### config.mk
export PLATFORM = sky130hd
export DESIGN_NAME = rf_scoreboard
export DESIGN_NICKNAME = d
export VERILOG_FILES = /design/src/rtl/rf_scoreboard.sv
export SDC_FILE = /design/constraint.sdc
export NUM_CORES = 2
export LEC_CHECK = 0
export BUFFER_PORTS_ARGS = -buffer_cell sky130_fd_sc_hd__buf_2
export CAP_MARGIN = 20
export CORE_MARGIN = 1.5
export CORE_UTILIZATION = 46
export DETAILED_ROUTE_END_ITERATION = 6
export GPL_ROUTABILITY_DRIVEN = 0
export SLEW_MARGIN = 20
export SYNTH_ARGS = -nofsm -noshare
export SYNTH_HDL_FRONTEND = slang
export SYNTH_SLANG_ARGS = --single-unit
### constraint.sdc
create_clock -name clk -period 5.1 [get_ports clk]
set_clock_uncertainty 0.15 [all_clocks]
set_input_delay 0.51 -clock clk [delete_from_list [all_inputs] [get_ports clk]]
set_output_delay 0.51 -clock clk [all_outputs]
set_load 0.005 [all_outputs]
### src/rtl/rf_scoreboard.sv
// Register file with per-register pending (scoreboard) tracking for an in-order issue pipeline.
// Register 0 is hardwired to zero and is never pending.
module rf_scoreboard #(
  parameter int unsigned DATA_W = 32,
  parameter int unsigned ADDR_W = 5,
  parameter int unsigned BYPASS = 1
) (
  input  logic              clk,
  input  logic              rstn,
  input  logic              RFWr,
  input  logic [ADDR_W-1:0] A1,
  input  logic [ADDR_W-1:0] A2,
  input  logic [ADDR_W-1:0] A3,
  input  logic [DATA_W-1:0] WD,
  input  logic              Alloc,
  input  logic [ADDR_W-1:0] AllocA,
  input  logic              Flush,
  output logic [DATA_W-1:0] RD1,
  output logic [DATA_W-1:0] RD2,
  output logic              Busy1,
  output logic              Busy2,
  output logic [ADDR_W:0]   BusyCnt
);

  localparam int unsigned Depth = 2 ** ADDR_W;

  logic [DATA_W-1:0] rf_q [Depth];
  logic [Depth-1:0]  busy_q, busy_d;
  logic [ADDR_W:0]   cnt_q, cnt_d;

  logic wr_en, alloc_en, fwd1, fwd2;
  logic cnt_inc, cnt_dec;

  assign wr_en    = RFWr && (A3 != '0);
  assign alloc_en = Alloc && (AllocA != '0);

  // Forwarding is gated by rstn so reset forces reads to zero even with RFWr high.
  assign fwd1 = (BYPASS != 0) && rstn && wr_en && (A3 == A1);
  assign fwd2 = (BYPASS != 0) && rstn && wr_en && (A3 == A2);

  always_ff @(posedge clk or negedge rstn) begin
    if (!rstn) begin
      for (int i = 0; i < Depth; i++) begin
        rf_q[i] <= '0;
      end
    end else if (wr_en) begin
      rf_q[A3] <= WD;
    end
  end

  always_comb begin
    RD1   = '0;
    RD2   = '0;
    Busy1 = 1'b0;
    Busy2 = 1'b0;
    if (A1 != '0) begin
      RD1   = fwd1 ? WD : rf_q[A1];
      Busy1 = busy_q[A1] && !fwd1;
    end
    if (A2 != '0) begin
      RD2   = fwd2 ? WD : rf_q[A2];
      Busy2 = busy_q[A2] && !fwd2;
    end
  end

  // Allocation is applied after the write-back clear so the new producer wins.
  always_comb begin
    busy_d = busy_q;
    if (Flush) begin
      busy_d = '0;
    end else begin
      if (wr_en) begin
        busy_d[A3] = 1'b0;
      end
      if (alloc_en) begin
        busy_d[AllocA] = 1'b1;
      end
    end
    busy_d[0] = 1'b0;
  end

  // Incremental popcount: a set only counts on a clear bit, a clear only on a set bit
  // that is not being re-allocated in the same cycle.
  assign cnt_inc = alloc_en && !busy_q[AllocA];
  assign cnt_dec = wr_en && busy_q[A3] && !(alloc_en && (AllocA == A3));

  always_comb begin
    cnt_d = cnt_q;
    if (Flush) begin
      cnt_d = '0;
    end else if (cnt_inc && !cnt_dec) begin
      cnt_d = cnt_q + 1'b1;
    end else if (cnt_dec && !cnt_inc) begin
      cnt_d = cnt_q - 1'b1;
    end
  end

  always_ff @(posedge clk or negedge rstn) begin
    if (!rstn) begin
      busy_q <= '0;
      cnt_q  <= '0;
    end else begin
      busy_q <= busy_d;
      cnt_q  <= cnt_d;
    end
  end

  assign BusyCnt = cnt_q;

endmodule

# Word-level counts from Yosys, hierarchy flattened
# Cells that the tools add are included.
dict set report totals {
  regBits 1061
  out_inout_bits 72
}
dict set report op_classes {
  magnitude_cmp 10
  reduce_logical 27
  eq_ne 3
  n_addsub 2
  bitwise_logic 6
  n_mux 34
}
# operator n
set ops {}
lappend ops {{1024-bit bitwise mux} 1}
lappend ops {{32-bit 2-to-1 mux} 13}
lappend ops {{32-bit binary-select mux with 5-bit select} 2}
lappend ops {{32-bit demux with 5-bit select} 1}
lappend ops {{32-bit AND} 1}
lappend ops {{32-bit NOT} 1}
lappend ops {{32-bit OR} 1}
lappend ops {{5-bit by 6-bit < comparator with 1-bit output, second input constant} 4}
lappend ops {{1-bit binary-select mux with 5-bit select} 4}
lappend ops {{5-bit nonzero test} 4}
lappend ops {{6-bit >= comparator, second input constant} 3}
lappend ops {{6-bit 2-to-1 mux} 3}
lappend ops {{5-bit NOT with 6-bit output} 3}
lappend ops {{1-bit logical AND} 16}
lappend ops {{5-bit equality test} 3}
lappend ops {{1-bit demux with 5-bit select} 2}
lappend ops {{5-bit by 1-bit >= comparator with 1-bit output, second input constant} 2}
lappend ops {{1-bit 2-to-1 mux} 8}
lappend ops {{6-bit by 1-bit adder with 6-bit output, second input constant} 1}
lappend ops {{1-bit logical NOT} 6}
lappend ops {{6-bit by 1-bit < comparator with 1-bit output, second input constant} 1}
lappend ops {{6-bit by 1-bit subtractor with 6-bit output, second input constant} 1}
lappend ops {{3-bit nonzero test} 1}

# Longest topological paths before layout
dict set report logic_depth {
  ltp_word 11
  mapped_depth 16
  ltp_nobuf 14
}

# Worst setup path after synthesis
# Ideal clock, no wire load.
dict set report synth_timing {
  path_type {input to register}
  from {input AllocA[0]}
  to {register cnt_q[5], in the netlist BusyCnt[5]}
  setup_time_ns 0.133
  arrival_time_ns 3.451
  n_path_buf 1
  required_time_ns 4.817
  path_slack_ns 1.367
  cell_stages 14
  cell_sequence {buf_6 -> mux4_1 -> mux4_2 -> a211oi_2 -> a21boi_4 -> inv_1 -> ha_1 -> a21o_1 -> a21oi_1 -> o21bai_1 -> a21oi_1 -> nor3_1 -> mux2i_1 -> o211ai_1}
}
dict set report synth_via {
  elab_chain_cells 9
}
# item line_no
set synth_lines {}
lappend synth_lines {{from (decl)} 16} ;# input logic [ADDR_W-1:0] AllocA,
lappend synth_lines {{parallel branches: the longest is 9 deep, another holds 6-bit 2-to-1 mux} -}
lappend synth_lines {{to (signal assigned)} 104} ;# cnt_q <= cnt_d;
lappend synth_lines {{to (decl)} 29} ;# logic [ADDR_W:0] cnt_q, cnt_d;
# Parallel ways; which one is timed is not known. The select of a mux whose other input is x is not followed.
# A chain may end at the register's enable or synchronous reset.

# Worst setup path in the final report
dict set report layout_timing {
  from {input A3[3]}
  to {output RD2[1]}
}
dict set report layout_via {
  elab_chain_cells 6
}
# item line_no
set layout_lines {}
lappend layout_lines {{from (decl)} 13} ;# input logic [ADDR_W-1:0] A3,
lappend layout_lines {{5-bit nonzero test} 34} ;# assign wr_en = RFWr && (A3 != '0);
lappend layout_lines {{1-bit logical AND} 34}
lappend layout_lines {{1-bit logical AND} 39} ;# assign fwd2 = (BYPASS != 0) && rstn && wr_en && (A3 == A2);
lappend layout_lines {{1-bit logical AND *} 39}
lappend layout_lines {{32-bit 2-to-1 mux *} 61} ;# RD2 = fwd2 ? WD : rf_q[A2];
lappend layout_lines {{32-bit 2-to-1 mux *} 60} ;# if (A2 != '0) begin
lappend layout_lines {{to (decl)} 19} ;# output logic [DATA_W-1:0] RD2,
# Mark *: on every way between the ends. The rest lies on a longest branch, timed or not.

==> load_flow_metrics.sql <==
INSERT INTO impl_metrics (metric_group, metric, value, unit) VALUES
('sta', 'layout_setup_ws', '903', 'ps'),
('yosys', 'synth_area_per_cell', '14.7', 'um2'),
('worst_setup_path', 'worstSetupPathType', 'input port to output port', ''),
('worst_setup_path', 'crit_required', '4440', 'ps'),
('layout', 'seq_area', '26600', 'um2'),
('sta', 'worst_slew_margin_rel', '26.8', '%'),
('yosys', 'synthFlopType', 'dfrtp_1', ''),
('yosys', 'yosysTopAreaCellShare', '45.3', '%'),
('worst_setup_path', 'setup.worst_path.start_class', 'input port', ''),
('global_route', 'largest_net_degree_at_the_start_of_global_routing', '157', ''),
('power', 'comb_power_share', '20.6', '%'),
('min_path', 'hold_path.class', 'input port to register', ''),
('sta', 'rsz0062_at_grt', 'false', ''),
('clocking', 'clockRootBuffer', 'clkbuf_16', ''),
('power', 'p_leak', '28.1', 'nW'),
('clocking', 'path_clk_slew', '60', 'ps'),
('worst_setup_path', 'arrival', '3540', 'ps'),
('floorplanning', 'area_of_the_die', '130000', 'um2'),
('yosys', 'synth.yosys.seq_area_share', '45.3', '%'),
('drt', 'detailroute.via_count', '36600', ''),
('drt', 'ant_nets', '0', ''),
('floorplanning', 'die_width', '360', 'um'),
('power', 'clkPwrFrac', '35.3', '%'),
('yosys', 'async_reset_ff_share', '100', '%'),
('clocking', 'clkLatencyLatePin', '740', 'ps'),
('yosys', 'synth_top_area_cell', 'dfrtp_1', ''),
('yosys', 'yosys_warnings', '0', ''),
('worst_setup_path', 'worst_reg2reg_path_depth', '13', ''),
('yosys', 'post_synth_num_cell_types', '56', ''),
('global_route', 'global_route.overflow_total', '0', ''),
('clocking', 'tritoncts_num_sinks', '1061', ''),
('global_route', 'via_count_of_the_first_global_routing_pass', '38100', ''),
('yosys', 'netlist_top_cells_area', 'dfrtp_1 (45%), mux2_2 (22%), mux4_2 (20%)', ''),
('drt', 'firstDrtPassIters', '5', ''),
('layout', 'final_layout_size_suffix_gt1_share', '53.5', '%'),
('sta', 'number_of_pins_exceeding_their_max_slew_limit_in_the_final_report', '0', ''),
('yosys', 'synthesis.nets', '4052', ''),
('floorplanning', 'floorplan.io_pins', '129', ''),
('global_route', 'global_route_wire_length_before_repair', '259000', 'um'),
('sta', 'worstMarginPinSlew', '1100', 'ps'),
('flow_run', 'drv.max_cap_violation_count', '0', ''),
('yosys', 'synth_area', '58600', 'um2'),
('drt', 'wirelength', '172000', 'um'),
('sta', 'achievable-frequency', '238', 'MHz'),
('power', 'switching_share', '26.5', '%'),
('drt', 'route.detailed.vias_per_inst', '6.48', ''),
('sta', 'setup_viol_count_final', '0', ''),
('floorplanning', 'core_region', '126000', 'um2'),
('run_status', 'outcome', 'complete, no violations', ''),
('floorplanning', 'initial_core_util', '46.5', '%'),
('sta', 'final.period_utilization', '82.3', '%'),
('sta', 'hold_ws', '69.5', 'ps'),
('drt', 'detailed_route_drc_error_count', '0', ''),
('yosys', 'synth_seq_cells', '1061', ''),
('power', 'netSwitchingPower', '6.64', 'mW'),
('sta', 'fin_setup_tns', '0', 'ps'),
('clocking', 'clock_tree_from_tritoncts', 'done', ''),
('layout', 'filler_cell_count', '10600', ''),
('power', 'sequentialPowerShare', '44.2', '%'),
('clocking', 'tritoncts.num_buffers', '119', ''),
('yosys', 'synthesis.instances', '3990', ''),
('worst_setup_path', 'crit_path_end_kind', 'output port', ''),
('min_path', 'worst_hold_path.num_cells', '3', ''),
('power', 'vdd.ir_drop.worst', '0.000230', 'V'),
('placement', 'hpwl', '97500', 'um'),
('layout', 'multi_input_comb_area', '30500', 'um2'),
('global_route', 'global_routing_usage_summed_across_all_routing_layers', '26.9', '%'),
('yosys', 'synth-edff-count', '0', ''),
('placement', 'io_buffers', '128', ''),
('drt', 'iteration_0_drc_markers', '3048', ''),
('layout', 'design.final.nets', '3965', ''),
('worst_setup_path', 'worstPathMaxFanout', '39', ''),
('sta', 'number_of_hold_violations_in_the_final_report', '0', ''),
('placement', 'post-place-ws', '812', 'ps'),
('floorplanning', 'row_count', '130', ''),
('power', 'power_per_cell_area', '384', 'nW/um2'),
('global_route', 'antenna_found_initial', '3', ''),
('clocking', 'clk_path_buf_depth', '3', ''),
('clocking', 'htreeDepth', '3', ''),
('drt', 'wire_per_inst', '30.5', 'um'),
('sta', 'finalCriticalPeriod', '4200', 'ps'),
('layout', 'finalInstanceArea', '65200', 'um2'),
('placement', 'dpl-instance-area', '61100', 'um2'),
('layout', 'syn2layout_area_growth', '11.1', '%'),
('floorplanning', 'die_height', '360', 'um'),
('power', 'power.internal', '18.4', 'mW');
worst max-delay path, stage by stage:
cell	delay [ps]
buf_2	290
nor3_1	730
nand2_1	170
nand3_1	160
or4_4	590
buf_4	490
o21ai_0	120
a21oi_1	270
buf_2	170
layout make-up:
type                       instances  area share (%)
antenna                            1         0.00384
clock buffer                     187            5.76
clock inverter                    26           0.434
inverter                          13          0.0749
multi-input combinational       2459            46.7
sequential                      1061            40.7
tap                             1650            3.17
timing repair buffer             249            3.08
timing repair:
item                      CTS  global route
hold buffers                2             0
hold endpoints to repair   58             0
resized for setup           0             0
setup buffers               0             0
worst paths after layout:
| path | endpoint | start | slack (ps) |
|---|---|---|---|
| worst max-delay path | RD2[1] | A3[3] | 900 |
| worst min-delay path | busy_q[25] | AllocA[3] | 70 |
| worst max register to register | BusyCnt[5] | busy_q[24] | 1270 |
| worst min register to register | rf_q[1008] | rf_q[1008] | 240 |
| max in group asynchronous | rf_q[557] | rstn | 2150 |
| min in group asynchronous | rf_q[858] | rstn | 130 |
cell families (layout without fill, tap and decap cells):
family / after synthesis / count (layout) / synth area share, %
flops: 1061 / 1061 / 45.3
compound gates: 452 / 452 / 5.07
simple gates: 178 / 178 / 1.43
other cells: 0 / 1 / 0
fa+ha+maj: 5 / 5 / 0.119
mux: 1806 / 1806 / 44.7
xor+xnor: 18 / 18 / 0.269
buf+inv: 470 / 475 / 3.16
registers in the layout (all words and copies together) (netlist names):
name and flops:
BusyCnt 6, busy_q 31, rf_q 1024
power by group through the flow:
stage          combinational, mW  sequential (mW)  clock, mW
4_1_cts                     5.20             11.0       9.03
3_3_place_gp                5.10             11.1          0
2_1_floorplan               4.03             10.8          0
6_report                    5.15             11.1       8.84
3_5_place_dp                5.18             11.2          0
5_1_grt                     5.57             11.3       9.38
stage by stage:
stage | std cells | util (%) | power (mW)
detailed placement | 5430 | 48.5 | 16.4
CTS | 5645 | 51.7 | 25.3
floorplan | 3990 | - | 14.8
global route | 5645 | 51.7 | 26.2
finish | 5646 | 51.7 | 25.0
global placement | 5430 | 48.5 | 16.2
layer usage:
layer	vias up	global-route usage [%]	part of all wire, %
met2	1055	42.3	47
li1	15300	-	-
met3	258	4.41	5.5
met4	2	7.12	2.6
met5	-	0	0.0052
met1	20000	38.8	45
cells in the final DEF (no fill, tap or decap), drive strengths merged, types with 5 or more instances in the layout:
master	synthesis	final
a21boi	64	64
nor2	58	58
nor2b	16	16
a22oi	15	15
xnor2	8	8
a32oi	6	6
nand4	8	8
nand3	14	14
mux2i	141	141
mux2	1131	1131
nand2b	8	8
o21ai	73	73
clkbuf	329	187
bufinv	0	5
mux4	534	534
buf	128	247
nand2	45	45
a211oi	5	5
clkinv	0	16
inv	13	16
dfrtp	1061	1061
a21oi	142	142
nor3	12	12
o21a	62	62
xor2	10	10
a221oi	64	64
cell usage after synthesis, drive strengths merged, types with 2 or more instances:
master	n
or4	2
nand2b	8
o21a	62
a2111oi	2
inv	13
xor2	10
a31oi	3
dfrtp	1061
or3	2
and3	4
nor3	12
a211o	2
nand3b	2
mux2i	141
a32oi	6
clkbuf	329
o21ai	73
a21o	2
a21boi	64
mux2	1131
nand2	45
mux4	534
nand4	8
and2	4
a221oi	64
nor2b	16
a21oi	142
nand3	14
a211oi	5
ha	4
nor3b	2
o2111ai	2
a22oi	15
nor2	58
buf	128
xnor2	8
No activity file was read; power rests on OpenSTA's default activity.
